### src/rtl/fetch_ctrl_if.sv
// Fetch-control bundle: pipeline hazard inputs in, PC/pipeline-register controls and status out.
// The controller connects through the slave modport; the pipeline/back end uses master.
interface fetch_ctrl_if #(
    parameter int XLEN  = 32,
    parameter int CNT_W = 32
);
    logic             start;
    logic             ext_stall;
    logic             id_valid;
    logic [4:0]       id_rs1;
    logic [4:0]       id_rs2;
    logic             id_uses_rs1;
    logic             id_uses_rs2;
    logic             ex_valid;
    logic             ex_is_load;
    logic [4:0]       ex_rd;
    logic             ex_redirect;
    logic [XLEN-1:0]  ex_target;
    logic             wb_halt;

    logic             pc_stall;
    logic             redirect_valid;
    logic [XLEN-1:0]  redirect_pc;
    logic             if_flush;
    logic             id_hold;
    logic             ex_bubble;
    logic             halted;
    logic             fault;
    logic [CNT_W-1:0] cycle_cnt;
    logic [CNT_W-1:0] stall_cnt;

    modport master (
        output start, ext_stall, id_valid, id_rs1, id_rs2, id_uses_rs1, id_uses_rs2,
               ex_valid, ex_is_load, ex_rd, ex_redirect, ex_target, wb_halt,
        input  pc_stall, redirect_valid, redirect_pc, if_flush, id_hold, ex_bubble,
               halted, fault, cycle_cnt, stall_cnt
    );

    modport slave (
        input  start, ext_stall, id_valid, id_rs1, id_rs2, id_uses_rs1, id_uses_rs2,
               ex_valid, ex_is_load, ex_rd, ex_redirect, ex_target, wb_halt,
        output pc_stall, redirect_valid, redirect_pc, if_flush, id_hold, ex_bubble,
               halted, fault, cycle_cnt, stall_cnt
    );
endinterface

### src/rtl/fetch_ctrl.sv
// Fetch sequencing and hazard control: IDLE/START/RUN/HALT, load-use stall, EX redirect, misaligned fault.
// Controls are combinational (0 cycles); ext_stall freezes PC and IF/ID with no bubble until it drops.
module fetch_ctrl #(
    parameter int              XLEN     = 32,
    parameter logic [XLEN-1:0] RESET_PC = '0,
    parameter int              CNT_W    = 32
) (
    input  logic         clk,
    input  logic         rst,
    fetch_ctrl_if.slave  ctl
);

    typedef enum logic [1:0] {
        IDLE  = 2'd0,
        START = 2'd1,
        RUN   = 2'd2,
        HALT  = 2'd3
    } state_t;

    state_t           state;
    state_t           state_n;
    logic             halted_q;
    logic             fault_q;
    logic [CNT_W-1:0] cycle_q;
    logic [CNT_W-1:0] stall_q;
    logic             fault_set;
    logic             stall_inc;
    logic             load_use;

    // x0 is hardwired zero, so a load targeting it can never create a dependency.
    assign load_use = ctl.id_valid && ctl.ex_valid && ctl.ex_is_load && (ctl.ex_rd != 5'd0) &&
                      ((ctl.id_uses_rs1 && (ctl.id_rs1 == ctl.ex_rd)) ||
                       (ctl.id_uses_rs2 && (ctl.id_rs2 == ctl.ex_rd)));

    always_comb begin
        state_n            = state;
        fault_set          = 1'b0;
        stall_inc          = 1'b0;
        ctl.pc_stall       = 1'b0;
        ctl.redirect_valid = 1'b0;
        ctl.redirect_pc    = '0;
        ctl.if_flush       = 1'b0;
        ctl.id_hold        = 1'b0;
        ctl.ex_bubble      = 1'b0;
        case (state)
            IDLE: begin
                ctl.pc_stall  = 1'b1;
                ctl.if_flush  = 1'b1;
                ctl.ex_bubble = 1'b1;
                if (ctl.start) state_n = START;
            end
            START: begin
                ctl.redirect_valid = 1'b1;
                ctl.redirect_pc    = RESET_PC;
                ctl.if_flush       = 1'b1;
                ctl.ex_bubble      = 1'b1;
                state_n            = RUN;
            end
            RUN: begin
                if (ctl.ext_stall) begin
                    // EX is frozen too, so any pending redirect is simply re-presented later.
                    ctl.pc_stall = 1'b1;
                    ctl.id_hold  = 1'b1;
                    stall_inc    = 1'b1;
                end else if (ctl.wb_halt) begin
                    ctl.pc_stall  = 1'b1;
                    ctl.if_flush  = 1'b1;
                    ctl.ex_bubble = 1'b1;
                    state_n       = HALT;
                end else if (ctl.ex_valid && ctl.ex_redirect) begin
                    ctl.if_flush  = 1'b1;
                    ctl.ex_bubble = 1'b1;
                    if (ctl.ex_target[1:0] != 2'b00) begin
                        ctl.pc_stall = 1'b1;
                        fault_set    = 1'b1;
                        state_n      = HALT;
                    end else begin
                        ctl.redirect_valid = 1'b1;
                        ctl.redirect_pc    = ctl.ex_target;
                    end
                end else if (load_use) begin
                    ctl.pc_stall  = 1'b1;
                    ctl.id_hold   = 1'b1;
                    ctl.ex_bubble = 1'b1;
                    stall_inc     = 1'b1;
                end
            end
            HALT: begin
                ctl.pc_stall  = 1'b1;
                ctl.if_flush  = 1'b1;
                ctl.ex_bubble = 1'b1;
            end
            default: state_n = IDLE;
        endcase
    end

    always_ff @(posedge clk) begin
        if (rst) begin
            state    <= IDLE;
            halted_q <= 1'b0;
            fault_q  <= 1'b0;
            cycle_q  <= '0;
            stall_q  <= '0;
        end else begin
            state    <= state_n;
            halted_q <= (state_n == HALT);
            if (fault_set) fault_q <= 1'b1;
            if ((state == START) || (state == RUN)) cycle_q <= cycle_q + 1'b1;
            if (stall_inc) stall_q <= stall_q + 1'b1;
        end
    end

    assign ctl.halted    = halted_q;
    assign ctl.fault     = fault_q;
    assign ctl.cycle_cnt = cycle_q;
    assign ctl.stall_cnt = stall_q;

endmodule

### src/flat_wrapper.sv
// flat-port wrapper written by rule: the top's interface ports become plain ports
module fetch_ctrl_flat 
#(
    parameter int              XLEN     = 32,
    parameter logic [XLEN-1:0] RESET_PC = '0,
    parameter int              CNT_W    = 32
)
  (clk, rst, ctl_start, ctl_ext_stall, ctl_id_valid, ctl_id_rs1, ctl_id_rs2, ctl_id_uses_rs1, ctl_id_uses_rs2, ctl_ex_valid, ctl_ex_is_load, ctl_ex_rd, ctl_ex_redirect, ctl_ex_target, ctl_wb_halt, ctl_pc_stall, ctl_redirect_valid, ctl_redirect_pc, ctl_if_flush, ctl_id_hold, ctl_ex_bubble, ctl_halted, ctl_fault, ctl_cycle_cnt, ctl_stall_cnt);
  fetch_ctrl_if #(.XLEN(XLEN), .CNT_W(CNT_W)) ctl_i ();
  input  logic clk;
  input  logic rst;
  input wire logic [$bits(ctl_i.start)-1:0] ctl_start;
  input wire logic [$bits(ctl_i.ext_stall)-1:0] ctl_ext_stall;
  input wire logic [$bits(ctl_i.id_valid)-1:0] ctl_id_valid;
  input wire logic [$bits(ctl_i.id_rs1)-1:0] ctl_id_rs1;
  input wire logic [$bits(ctl_i.id_rs2)-1:0] ctl_id_rs2;
  input wire logic [$bits(ctl_i.id_uses_rs1)-1:0] ctl_id_uses_rs1;
  input wire logic [$bits(ctl_i.id_uses_rs2)-1:0] ctl_id_uses_rs2;
  input wire logic [$bits(ctl_i.ex_valid)-1:0] ctl_ex_valid;
  input wire logic [$bits(ctl_i.ex_is_load)-1:0] ctl_ex_is_load;
  input wire logic [$bits(ctl_i.ex_rd)-1:0] ctl_ex_rd;
  input wire logic [$bits(ctl_i.ex_redirect)-1:0] ctl_ex_redirect;
  input wire logic [$bits(ctl_i.ex_target)-1:0] ctl_ex_target;
  input wire logic [$bits(ctl_i.wb_halt)-1:0] ctl_wb_halt;
  output wire logic [$bits(ctl_i.pc_stall)-1:0] ctl_pc_stall;
  output wire logic [$bits(ctl_i.redirect_valid)-1:0] ctl_redirect_valid;
  output wire logic [$bits(ctl_i.redirect_pc)-1:0] ctl_redirect_pc;
  output wire logic [$bits(ctl_i.if_flush)-1:0] ctl_if_flush;
  output wire logic [$bits(ctl_i.id_hold)-1:0] ctl_id_hold;
  output wire logic [$bits(ctl_i.ex_bubble)-1:0] ctl_ex_bubble;
  output wire logic [$bits(ctl_i.halted)-1:0] ctl_halted;
  output wire logic [$bits(ctl_i.fault)-1:0] ctl_fault;
  output wire logic [$bits(ctl_i.cycle_cnt)-1:0] ctl_cycle_cnt;
  output wire logic [$bits(ctl_i.stall_cnt)-1:0] ctl_stall_cnt;
  assign ctl_i.start = ctl_start;
  assign ctl_i.ext_stall = ctl_ext_stall;
  assign ctl_i.id_valid = ctl_id_valid;
  assign ctl_i.id_rs1 = ctl_id_rs1;
  assign ctl_i.id_rs2 = ctl_id_rs2;
  assign ctl_i.id_uses_rs1 = ctl_id_uses_rs1;
  assign ctl_i.id_uses_rs2 = ctl_id_uses_rs2;
  assign ctl_i.ex_valid = ctl_ex_valid;
  assign ctl_i.ex_is_load = ctl_ex_is_load;
  assign ctl_i.ex_rd = ctl_ex_rd;
  assign ctl_i.ex_redirect = ctl_ex_redirect;
  assign ctl_i.ex_target = ctl_ex_target;
  assign ctl_i.wb_halt = ctl_wb_halt;
  assign ctl_pc_stall = ctl_i.pc_stall;
  assign ctl_redirect_valid = ctl_i.redirect_valid;
  assign ctl_redirect_pc = ctl_i.redirect_pc;
  assign ctl_if_flush = ctl_i.if_flush;
  assign ctl_id_hold = ctl_i.id_hold;
  assign ctl_ex_bubble = ctl_i.ex_bubble;
  assign ctl_halted = ctl_i.halted;
  assign ctl_fault = ctl_i.fault;
  assign ctl_cycle_cnt = ctl_i.cycle_cnt;
  assign ctl_stall_cnt = ctl_i.stall_cnt;
  fetch_ctrl #(.XLEN(XLEN), .RESET_PC(RESET_PC), .CNT_W(CNT_W)) u_core (.clk(clk), .rst(rst), .ctl(ctl_i));
endmodule
### config.mk
export PLATFORM = sky130hd
export DESIGN_NAME = fetch_ctrl_flat
export DESIGN_NICKNAME = d
export VERILOG_FILES = /design/src/rtl/fetch_ctrl_if.sv /design/src/rtl/fetch_ctrl.sv /design/src/flat_wrapper.sv
export SDC_FILE = /design/constraint.sdc
export NUM_CORES = 1
export LEC_CHECK = 0
export ABC_AREA = 0
export CAP_MARGIN = 20
export CORE_MARGIN = 1
export CORE_UTILIZATION = 38
export CTS_CLUSTER_SIZE = 40
export DETAILED_ROUTE_END_ITERATION = 8
export PLACE_DENSITY_LB_ADDON = 0.3
export SLEW_MARGIN = 20
export SYNTH_ARGS = -nofsm -noshare
export SYNTH_HDL_FRONTEND = slang
export SYNTH_SLANG_ARGS = --single-unit
### constraint.sdc
create_clock -name clk -period 2.2 [get_ports clk]
set_input_delay 0.33 -clock clk [delete_from_list [all_inputs] [get_ports clk]]
set_output_delay 0.33 -clock clk [all_outputs]
set_load 0.01 [all_outputs]
* Word level (Yosys, flattened, before mapping)
Index checks and enable logic that the tools add are counted.
** Storage, ports and cells
- Word-level logic and storage cells :: 65
- Bits in read-only memories :: 0
- Memories :: 0
- Output and inout port bits :: 103
- Bits in latches :: 0
- Register bits after elaboration :: 68
- Input bits :: 58
- Bits in writable memories :: 0
** Cells by class
- Multiplexer cells :: 38
- Multipliers :: 0
- Add/subtract/negate cells :: 2
- Reductions and logical operators :: 14
- Eq/ne operators :: 6
- $lt $le $gt $ge :: 0
- Shift operators :: 0
- Div/mod/pow operators :: 0
- Bitwise logic cells :: 0
** Operators with widths (number)
- 2-to-1 mux 32 bit :: 5
- adder 32 x 1 -> 32 bit (second input constant) :: 2
- 2-to-1 mux 1 bit :: 23
- == test 5 bit :: 2
- 2-to-1 mux 2 bit :: 5
- case mux 1 bit (2 select lines) :: 4
- logical AND 1 bit :: 7
- == test 2 bit (second input constant) :: 3
- case mux 2 bit (3 select lines) :: 1
- nonzero test 5 bit :: 1
- OR reduction 3 bit :: 1
- == test 2 x 1 -> 1 bit (second input constant) :: 1
- logical NOT 2 bit :: 1
- logical OR 1 bit :: 2
- nonzero test 2 bit :: 1
- OR reduction 2 bit :: 1

* Depth between registers and ports, before layout
- Depth after elaboration :: 9
- Depth in mapped cells :: 10
- Depth with buffers taken out :: 8

* Worst setup path before layout
No wires, ideal clock.
- Path type :: reg-to-reg
- Start :: register u_core.state[0]
- End :: register u_core.cycle_q[27], in the netlist u_core.ctl.cycle_cnt[27]
- Setup time :: 0.128 ns
- Arrival time :: 2.240 ns
- Required time :: 2.072 ns
- Path buffers :: 2
- Period minus slack after synthesis :: 2.367 ns
- Stages on the path, launching flop included :: 11
- Slack :: -0.167 ns
- Cells stage by stage :: dfxtp_1 > inv_1 > ha_1 > clkbuf_1 > and3_1 > and4_1 > and2_1 > clkbuf_1 > and3_1 > xnor2_1 > nor2_1
** On the way
- Cells in the longest elaborated chain, start to end :: 2
- Elaborated cells on any way between the ends :: 3
- Classes of those cells :: eq/ne: 2; reduce/logical: 1
** RTL lines
- start: declaration :: line fetch_ctrl.sv:20 : state_t state;
- start signal: assignment :: line fetch_ctrl.sv:105 : state <= state_n;
- == test 2 x 1 -> 1 bit / == test 2 bit (equally long branches) :: line fetch_ctrl.sv:108 : if ((state == START) || (state == RUN)) cycle_q <= cycle_q + 1'b1;
- logical OR 1 bit * :: line fetch_ctrl.sv:108
- end signal: assignment :: line fetch_ctrl.sv:108
- end: declaration :: line fetch_ctrl.sv:24 : logic [CNT_W-1:0] cycle_q;
Mark *: on every way between the ends. The rest lies on a longest branch, timed or not.
A chain may end at the register's enable or synchronous reset.

* Worst setup path after layout
- Start :: input ctl_id_rs2[1]
- End :: output ctl_pc_stall
** On the way
- Cells in the longest elaborated chain, start to end :: 9
** RTL lines
- start: declaration :: line flat_wrapper.sv:16 : input wire logic [$bits(ctl_i.id_rs2)-1:0] ctl_id_rs2;
- == test 5 bit :: line fetch_ctrl.sv:33 : (ctl.id_uses_rs2 && (ctl.id_rs2 == ctl.ex_rd)));
- logical AND 1 bit :: line fetch_ctrl.sv:33
- logical OR 1 bit :: line fetch_ctrl.sv:32 : ((ctl.id_uses_rs1 && (ctl.id_rs1 == ctl.ex_rd)) ||
- logical AND 1 bit :: line fetch_ctrl.sv:31 : assign load_use = ctl.id_valid && ctl.ex_valid && ctl.ex_is_load && (ctl.ex_rd != 5'd0) &&
- 2-to-1 mux 1 bit :: line fetch_ctrl.sv:81 : end else if (load_use) begin
- 2-to-1 mux 1 bit :: line fetch_ctrl.sv:70 : end else if (ctl.ex_valid && ctl.ex_redirect) begin
- 2-to-1 mux 1 bit :: line fetch_ctrl.sv:65 : end else if (ctl.wb_halt) begin
- 2-to-1 mux 1 bit :: line fetch_ctrl.sv:60 : if (ctl.ext_stall) begin
- case mux 1 bit (2 select lines) :: line fetch_ctrl.sv:45 : case (state)
- end: declaration :: line flat_wrapper.sv:25 : output wire logic [$bits(ctl_i.pc_stall)-1:0] ctl_pc_stall;
Every way passes these cells.

==> results.json <==
{
  "placed_cells": 761,
  "diodes": 0,
  "cts_inserted_buffers": 9,
  "startpoint_type": "input port",
  "cts_tree": "yes",
  "synth_top_family_by_area": "simple AND/OR/NAND/NOR gates",
  "die-area_um2": 10100,
  "drc": 0,
  "core-area_um2": 9330,
  "layout.nets": 725,
  "core.rowCount": 35,
  "muxShareOfSynthArea_pct": 0.848,
  "gp_congestion": 0.871,
  "wl_per_cell_um": 15.0,
  "synth_compound_area_share_pct": 13.9,
  "clock_tree.buffer_depth": 2,
  "cp.arrival_ns": 1.88,
  "die_w_um": 101,
  "period_minus_slack_ns": 2.21,
  "drtIter0Drc": 118,
  "grt_start_max_net_pins": 32,
  "final.setup.worst_slack_ns": -0.00557,
  "ys_warn_count": 0,
  "postLayoutCoreUtil_pct": 63.7,
  "antenna_found_initial": 0,
  "powerDensity_nw_per_um2": 549,
  "path_class": "in -> out",
  "cp.required_ns": 1.87,
  "place.detailed.hpwl_mm": 8.42,
  "syn_area_um2": 3690,
  "rsz0062_at_grt": "true",
  "grt_pass1_wl_mm": 17.9,
  "tightest_slew_ns": 0.504,
  "max_freq_mhz": 453,
  "vdd_drop_max_mv": 0.405,
  "wl_mm": 11.9,
  "ys_seq_elements": 68,
  "crit_fanout": 2,
  "syn2layout_area_growth_pct": 61.2,
  "firstDrtPassIters": 4,
  "maxSlewViolCount": 0,
  "io_buffers": 158,
  "p_leak_nw": 2.24,
  "hp-start": "rst",
  "yosysUniqueCellTypes": 42,
  "stdcell_count": 793,
  "tns_ns": -0.00557,
  "final_common_cell": "clkdlybuf4s50_1",
  "grt_overflow": 0,
  "synthArstFlopShare_pct": 0,
  "setup_violations": 1,
  "vias": 4064,
  "synth_fa_ha_area_share_pct": 2.71,
  "ys.flop_type": "dfxtp_1",
  "cts.root.buffer_cell": "clkbuf_8",
  "hold_violations": 0,
  "yosysSeqAreaShare_pct": 36.9,
  "start_util_pct": 39.5,
  "ios": 161,
  "drtAntennaViolNets": 0,
  "synth_xor_area_share_pct": 8.79,
  "clkSlewWorstSetupHoldPaths_ns": 0.07,
  "r2r_start": "u_core.state[0]$_SDFF_PP0_",
  "drive_gt1_share_pct": 20.8,
  "synth_cells": 462,
  "syn_area_per_cell_um2": 7.98,
  "status": "finished with violations",
  "num-fill-cells": 824,
  "fp.dieH_um": 101,
  "path_cells": "clkdlybuf4s15_1 > xor2_1 > nor4_2 > a32oi_2 > or2_4 > o2111a_1 > nor3_2 > buf_2",
  "via_per_inst": 5.12,
  "worstSetupEndpointType": "output pin",
  "slowest_delay_ns": 0.30,
  "clock_latency_ns": 0.35,
  "grt_pass1_vias": 3781,
  "cap_violations": 0,
  "cts.sink_count": 68,
  "fin_skew_ns": 0.0157,
  "synth_edf_count": 0,
  "pre_cts_slack_ns": -0.854,
  "slowest_stage": "nor4_2",
  "slew_headroom_pct": 66.4,
  "failed_checks": "setup timing",
  "fin_crit_sh_pct": 100,
  "hp-class": "in -> reg",
  "layout.cells.most_common_list": "104 x clkdlybuf4s50_1, 66 x dfxtp_1, 46 x buf_4",
  "synthSimpleGateAreaFrac_pct": 32.7,
  "startpoint": "ctl_id_rs2[1]",
  "cts.htree.levels": 3,
  "grt_use_total_pct": 22.3
}
per-layer routing:
layer	share of wire (%)	wire, um	global-route usage [%]	vias up
met5	0	0	0	-
met3	5.1	602	4.85	20
li1	-	-	-	2033
met2	48	5760	36.9	120
met1	45	5310	28.8	1891
met4	2.0	244	7.69	0
layout make-up:
class,count,area (um2),share of cell area (%)
clock buffers,10,138,2.31
clock inverters,6,71.3,1.20
inverters,10,37.5,0.631
multi-input cells,359,2310,38.8
flip-flops and latches,68,1360,22.9
well taps,129,161,2.71
repair buffers,211,1870,31.4
worst max-delay path: cells and delay by family:
| kind | cells | cell delay (ns) |
|---|---|---|
| compound gates | 2 | 0.34 |
| buf+inv | 2 | 0.32 |
| xor+xnor | 1 | 0.16 |
| simple gates | 3 | 0.72 |
power breakdown:
part	switching (W)	internal, W
clock network	0.000516	0.000564
registers	0.0000367	0.00127
logic	0.000425	0.000452
cell families (layout without fill, tap and decap cells):
family	Yosys count	after routing
simple gates	224	224
compound gates	85	85
flops	68	68
fa+ha+maj	8	8
other cells	1	2
buf+inv	36	237
mux	3	3
xor+xnor	37	37
synthesized netlist by cell type (5+ instances only):
cell      count  area (um2)
a21oi_1      35         175
and2_1       34         213
and3_1       12        75.1
and4_1        6        52.6
clkbuf_1     19        71.3
dfxtp_1      68        1360
ha_1          8         100
inv_1        10        37.5
nand2_1      28         105
nand3_1      22         110
nand4_1      22         138
nor2_1       46         173
nor2b_1       5        31.3
nor3_1        8        40.0
o21ai_0      24         120
o31ai_1       8        60.1
or3_1        23         144
or4_1        10        75.1
xnor2_1      10        87.6
xor2_1       27         236
sequential cells by signal, indices dropped and copies added, names as in the netlist:
name and flops:
u_core.ctl.halted 1, u_core.ctl.stall_cnt 32, u_core.ctl.cycle_cnt 32, u_core.state 2
u_core.ctl.fault 1
worst paths after layout:
path                                     endpoint  slack, ns  cells after the start
min                 u_core.ctl.fault$_SDFFE_PP0P_       0.43                      2
min reg2reg         u_core.ctl.fault$_SDFFE_PP0P_       0.47                      2
max reg2reg  u_core.ctl.stall_cnt[7]$_SDFFE_PP0P_       0.10                      9
max                                  ctl_pc_stall     -0.006                      8
what timing repair did:
item	4_1_cts	5_1_grt
pin swaps	15	11
setup buffers	13	2
gates resized for setup	170	38
cloned	2	1
setup endpoints to repair	66	50
hold buffers	0	0
metrics by stage:
| stage | area, um2 | hold slack, ns | power (W) |
|---|---|---|---|
| after floorplan | 3690 | 0.407 | 0.00173 |
| after global placement | 5640 | 0.457 | 0.00214 |
| after detailed placement | 5640 | 0.461 | 0.00215 |
| after CTS | 5960 | 0.414 | 0.00325 |
| after global routing | 5950 | 0.437 | 0.00344 |
| final | 5950 | 0.435 | 0.00327 |
No activity file was read; power rests on OpenSTA's default activity.
